--- config.mk ---
export PLATFORM = sky130hd
export DESIGN_NAME = seq_detector_param_flat
export DESIGN_NICKNAME = d
export VERILOG_FILES = /design/src/rtl/seq_detector_param_if.sv /design/src/rtl/seq_detector_param.sv /design/src/flat_wrapper.sv
export SDC_FILE = /design/constraint.sdc
export NUM_CORES = 1
export LEC_CHECK = 0
export ABC_AREA = 1
export BUFFER_PORTS_ARGS = -buffer_cell sky130_fd_sc_hd__buf_4
export CAP_MARGIN = 10
export CORE_MARGIN = 2
export CORE_UTILIZATION = 53
export CTS_CLUSTER_DIAMETER = 150
export DETAILED_ROUTE_END_ITERATION = 6
export PLACE_DENSITY = 0.77
export RECOVER_POWER = 50
export SLEW_MARGIN = 25
export SYNTH_ARGS = -nofsm -noshare
export SYNTH_HDL_FRONTEND = slang
export SYNTH_SLANG_ARGS = --single-unit
--- constraint.sdc ---
create_clock -name clk -period 1.5 [get_ports clk]
set_input_delay 0.075 -clock clk [delete_from_list [all_inputs] [get_ports clk]]
set_output_delay 0.075 -clock clk [all_outputs]
set_load 0.02 [all_outputs]
--- src/rtl/seq_detector_param_if.sv ---
// Bus bundle for seq_detector_param: configuration, serial input and match outputs.
//   cfg_we/cfg_pattern/cfg_overlap : runtime pattern and overlap-mode load
//   cnt_clr                        : synchronous clear of match_cnt
//   x_valid/x                      : qualified serial bit
//   z/z_r/match_cnt                : Mealy match pulse, registered copy, saturating count
interface seq_detector_param_if #(
    parameter int unsigned N     = 3,
    parameter int unsigned CNT_W = 8
);
    logic             cfg_we;
    logic [N-1:0]     cfg_pattern;
    logic             cfg_overlap;
    logic             cnt_clr;
    logic             x_valid;
    logic             x;
    logic             z;
    logic             z_r;
    logic [CNT_W-1:0] match_cnt;

    // Stream/config source side
    modport master (
        output cfg_we, cfg_pattern, cfg_overlap, cnt_clr, x_valid, x,
        input  z, z_r, match_cnt
    );

    // Detector side
    modport slave (
        input  cfg_we, cfg_pattern, cfg_overlap, cnt_clr, x_valid, x,
        output z, z_r, match_cnt
    );
endinterface

--- src/rtl/seq_detector_param.sv ---
// Programmable N-bit serial sequence detector with overlap mode and a
// saturating match counter.
//   clk : rising-edge clock
//   rst : asynchronous active-low reset
//   bus : seq_detector_param_if.slave (config, serial bit in, z / z_r / match_cnt out)
module seq_detector_param #(
    parameter int unsigned N               = 3,
    parameter int unsigned CNT_W           = 8,
    parameter logic [N-1:0] RST_PATTERN    = N'(3'b011),
    parameter logic        RST_OVERLAP     = 1'b0
) (
    input  logic                 clk,
    input  logic                 rst,
    seq_detector_param_if.slave  bus
);
    localparam int unsigned HIST_W = N - 1;
    localparam int unsigned FILL_W = $clog2(N);
    localparam logic [FILL_W-1:0] FILL_FULL = FILL_W'(N - 1);
    localparam logic [CNT_W-1:0]  CNT_MAX   = {CNT_W{1'b1}};

    logic [N-1:0]      pattern_q, pattern_d;
    logic              overlap_q, overlap_d;
    logic [HIST_W-1:0] hist_q, hist_d;
    logic [FILL_W-1:0] fill_q, fill_d;
    logic [CNT_W-1:0]  cnt_q, cnt_d;
    logic              z_r_q, z_r_d;

    logic accept_c;
    logic match_c;

    // A bit is consumed only when valid and not shadowed by a config load;
    // rst gating keeps z low for the whole time reset is held.
    always_comb begin
        accept_c = bus.x_valid & ~bus.cfg_we;
        match_c  = rst & accept_c & (fill_q == FILL_FULL) &
                   ({hist_q, bus.x} == pattern_q);
    end

    // Next-state for pattern/history/fill/counter/registered pulse
    always_comb begin
        pattern_d = pattern_q;
        overlap_d = overlap_q;
        hist_d    = hist_q;
        fill_d    = fill_q;
        cnt_d     = cnt_q;
        z_r_d     = match_c;

        if (bus.cfg_we) begin
            pattern_d = bus.cfg_pattern;
            overlap_d = bus.cfg_overlap;
            fill_d    = '0;
        end else if (accept_c) begin
            hist_d = HIST_W'({hist_q, bus.x});
            if (match_c) begin
                // Overlap keeps the window full so a suffix can start the next match
                fill_d = overlap_q ? FILL_FULL : '0;
            end else if (fill_q != FILL_FULL) begin
                fill_d = fill_q + FILL_W'(1);
            end
        end

        // Clear wins over a same-cycle match
        if (bus.cnt_clr) begin
            cnt_d = '0;
        end else if (match_c && (cnt_q != CNT_MAX)) begin
            cnt_d = cnt_q + CNT_W'(1);
        end
    end

    // State registers
    always_ff @(posedge clk or negedge rst) begin
        if (!rst) begin
            pattern_q <= RST_PATTERN;
            overlap_q <= RST_OVERLAP;
            hist_q    <= '0;
            fill_q    <= '0;
            cnt_q     <= '0;
            z_r_q     <= 1'b0;
        end else begin
            pattern_q <= pattern_d;
            overlap_q <= overlap_d;
            hist_q    <= hist_d;
            fill_q    <= fill_d;
            cnt_q     <= cnt_d;
            z_r_q     <= z_r_d;
        end
    end

    assign bus.z         = match_c;
    assign bus.z_r       = z_r_q;
    assign bus.match_cnt = cnt_q;

endmodule

--- src/flat_wrapper.sv ---
// flat-port wrapper written by rule: the top's interface ports become plain ports
module seq_detector_param_flat 
#(
    parameter int unsigned N               = 3,
    parameter int unsigned CNT_W           = 8,
    parameter logic [N-1:0] RST_PATTERN    = N'(3'b011),
    parameter logic        RST_OVERLAP     = 1'b0
)
  (clk, rst, bus_cfg_we, bus_cfg_pattern, bus_cfg_overlap, bus_cnt_clr, bus_x_valid, bus_x, bus_z, bus_z_r, bus_match_cnt);
  seq_detector_param_if #(.N(N), .CNT_W(CNT_W)) bus_i ();
  input  logic clk;
  input  logic rst;
  input wire logic [$bits(bus_i.cfg_we)-1:0] bus_cfg_we;
  input wire logic [$bits(bus_i.cfg_pattern)-1:0] bus_cfg_pattern;
  input wire logic [$bits(bus_i.cfg_overlap)-1:0] bus_cfg_overlap;
  input wire logic [$bits(bus_i.cnt_clr)-1:0] bus_cnt_clr;
  input wire logic [$bits(bus_i.x_valid)-1:0] bus_x_valid;
  input wire logic [$bits(bus_i.x)-1:0] bus_x;
  output wire logic [$bits(bus_i.z)-1:0] bus_z;
  output wire logic [$bits(bus_i.z_r)-1:0] bus_z_r;
  output wire logic [$bits(bus_i.match_cnt)-1:0] bus_match_cnt;
  assign bus_i.cfg_we = bus_cfg_we;
  assign bus_i.cfg_pattern = bus_cfg_pattern;
  assign bus_i.cfg_overlap = bus_cfg_overlap;
  assign bus_i.cnt_clr = bus_cnt_clr;
  assign bus_i.x_valid = bus_x_valid;
  assign bus_i.x = bus_x;
  assign bus_z = bus_i.z;
  assign bus_z_r = bus_i.z_r;
  assign bus_match_cnt = bus_i.match_cnt;
  seq_detector_param #(.N(N), .CNT_W(CNT_W), .RST_PATTERN(RST_PATTERN), .RST_OVERLAP(RST_OVERLAP)) u_core (.clk(clk), .rst(rst), .bus(bus_i));
endmodule
==> impl_metrics.json <==
{
  "hp-start": "bus_cfg_pattern[0]",
  "hold_viol_final": 0,
  "setup_viol": 0,
  "ys_ff_latch": 17,
  "crit_fanout": 2,
  "finalCriticalPeriod_ns": 1.47,
  "synthCells": 133,
  "intPower_uw": 736,
  "hold_ws_ns": 0.00221,
  "finalWirelength_um": 2070,
  "grt_pass1_wl_um": 3550,
  "num_antenna_cells": 0,
  "fp.dieW_um": 46.9,
  "cp-end-kind": "output port",
  "synth_cell_types": 23,
  "place_congestion": 0.801,
  "avgSynthCellArea_um2": 7.35,
  "finClkSkew_ns": 0.00733,
  "grt_max_degree": 18,
  "seqPwrFrac": 0.503,
  "ys_seq_area_frac": 0.438,
  "drc": 0,
  "port_buffers": 19,
  "ys_warn_count": 0,
  "fmax_ghz": 0.679,
  "area_growth_syn_to_layout_pct": 35.6,
  "grt_usage": 0.232,
  "die_h_um": 46.9,
  "synth_mux_area_frac": 0,
  "pwr-share-comb": 0.266,
  "synth_compound_area_frac": 0.0410,
  "h-tree-depth": 1,
  "tightest_slew_ns": 0.917,
  "rsz0062_at_grt": "true",
  "clock_power_share": 0.230,
  "wire_per_inst_um": 10.8,
  "clk_pin_slew_ns": 0.10,
  "pin_count": 20,
  "grt_overflow": 0,
  "row_count": 15,
  "synth_top_family_by_area": "simple AND/OR/NAND/NOR gates",
  "dieArea_mm2": 0.00220,
  "sw_frac_of_total": 0.318,
  "viasPerCell": 4.92,
  "crit_start": "u_core.fill_q[0]",
  "switchingPower_uw": 343,
  "drive_gt1_frac": 0.367,
  "synth_fa_ha_area_frac": 0.0256,
  "status": "finished, final reports clean",
  "p_leak_uw": 0.000703,
  "syn_area_um2": 977,
  "drt_iter0_drc": 26,
  "start_util": 0.566,
  "syn-num-nets": 145,
  "core_mm2": 0.00173,
  "utilization": 0.767,
  "cts_buffers": 3,
  "synth_xor_area_frac": 0.0269,
  "worstPathArrival_ns": 1.40,
  "fin_tns_setup_ns": 0,
  "cts_tree": "built",
  "finalNetCount": 179,
  "antenna_found_initial": 0,
  "ir_drop_mv": 0.656,
  "ant_nets": 0,
  "synth-simple-area-share": 0.382,
  "drt_pass1_iterations": 4,
  "slew_violations": 0,
  "reg2reg_to": "u_core.bus.match_cnt[5]",
  "cp.required_ns": 1.42,
  "dpl.hpwl_um": 1450,
  "crit_type": "flop to output port",
  "period_share": 0.981,
  "hold_depth": 3,
  "cts_sinks": 17,
  "rrSetupSlack_ns": 0.07,
  "num_vias": 940,
  "clk_latency_ns": 0.30,
  "holdPathEnd": "u_core.pattern_q[0]",
  "reg2reg_depth": 12,
  "hold_class": "input pin to flop",
  "slew_headroom": 0.389,
  "cp-start-kind": "flop",
  "regToRegStartpoint": "u_core.fill_q[0]",
  "cellPowerDensity_mw_per_mm2": 815,
  "maxCapViolCount": 0,
  "cts_buffer_depth": 2,
  "grt_pass1_vias": 812,
  "root_buffer": "clkbuf_4"
}
[worst max-delay path, cell delays in order, from the launching register on]
cell     delay, ns
dfrtp_1       0.40
inv_2         0.08
ha_4          0.13
nand2_2       0.04
inv_2         0.04
nand2_2       0.06
nor2_4        0.10
nand2_2       0.08
inv_2         0.06
buf_6         0.11
[Yosys cell counts (all sizes together)]
cell / n / area, um^2
nor2: 13 / 73.8
ha: 2 / 25.0
nand3b: 1 / 7.51
dfstp: 2 / 52.6
nand2: 58 / 230
buf: 1 / 5.00
dfrtp: 15 / 375
inv: 19 / 76.3
nor3: 1 / 5.00
o21ai: 7 / 35.0
xor2: 3 / 26.3
clkinv: 1 / 3.75
nand4: 1 / 6.26
a21oi: 1 / 5.00
nand3: 8 / 50.1
[kinds of logic after synthesis]
family | count (synthesis)
simple gates | 82
buf+inv | 21
flops | 17
compound gates | 8
xor+xnor | 3
fa+ha+maj | 2
[worst max-delay path by stage]
stage                                         end  slack, ns  depth (start not counted)
after floorplan           u_core.bus.match_cnt[5]       0.13                          9
after global placement    u_core.bus.match_cnt[5]       0.11                         11
after detailed placement  u_core.bus.match_cnt[5]       0.04                         11
after CTS                                   bus_z     0.0009                          7
after global routing                        bus_z      -0.07                          9
final                                       bus_z       0.03                          9
[cells in the final DEF (no fill, tap or decap)]
| cell type | n |
|---|---|
| clkbuf_4 | 3 |
| dfstp_2 | 2 |
| ha_1 | 1 |
| dlygate4sd3_1 | 3 |
| nand2_2 | 15 |
| nand3_1 | 6 |
| nand4_1 | 1 |
| buf_6 | 3 |
| nor3_1 | 1 |
| inv_1 | 12 |
| clkinv_1 | 1 |
| xor2_1 | 3 |
| nand3_4 | 1 |
| inv_6 | 1 |
| inv_2 | 6 |
| nand3b_1 | 1 |
| buf_4 | 22 |
| clkbuf_1 | 1 |
| o21ai_1 | 2 |
| a21oi_1 | 1 |
| ha_4 | 1 |
| nand2_4 | 1 |
| nand2_1 | 43 |
| o21ai_0 | 5 |
| dfrtp_1 | 15 |
| nor2_4 | 4 |
| clkinv_2 | 1 |
| nand3_2 | 1 |
| nor2_1 | 9 |
[cell type report]
| type | count | area [um^2] |
|---|---|---|
| fill | 132 | 402 |
| timing repair buffer | 29 | 233 |
| clock buffer | 3 | 22.5 |
| multi-input combinational | 96 | 526 |
| clock inverter | 1 | 5.00 |
| inverter | 20 | 80.1 |
| tap | 25 | 31.3 |
| sequential | 17 | 428 |
[routing by layer]
metal,track usage,vias up,routed length (um)
li1,-,477,-
met2,0.400,28,1010
met5,0,-,0
met3,0.0385,5,92
met4,0.0833,0,31
met1,0.294,430,932
[power by group through the flow]
stage	registers (uW)	logic (uW)	clock network (uW)
after floorplan	550	136	0
after global placement	543	215	0
after detailed placement	544	223	0
after CTS	541	261	254
after global routing	549	323	275
final	543	287	248
[flip-flops by register name, summed over array words and instances, names as in the netlist]
| register | flops |
|---|---|
| u_core.fill_q | 2 |
| u_core.hist_q | 2 |
| u_core.overlap_q | 1 |
| u_core.bus.z_r | 1 |
| u_core.pattern_q | 3 |
| u_core.bus.match_cnt | 8 |
[stage by stage]
step / instances / power [uW] / worst slack, ns / area [um^2]
finish: 191 / 1080 / 0.0281 / 1330
global route: 191 / 1150 / -0.0747 / 1330
CTS: 189 / 1060 / 0.000878 / 1280
detailed placement: 178 / 767 / 0.0442 / 1160
global placement: 178 / 758 / 0.114 / 1160
floorplan: 133 / 686 / 0.128 / 977
[repair_timing]
action | 4_1_cts | 5_1_grt
endpoints found under the hold margin | 19 | 0
pin swaps | 4 | 7
hold buffers | 3 | 0
resized for setup | 8 | 14
cloned | 1 | 0
setup endpoints to repair | 1 | 11
setup buffers | 3 | 2
(Power assumes the default switching activity.)
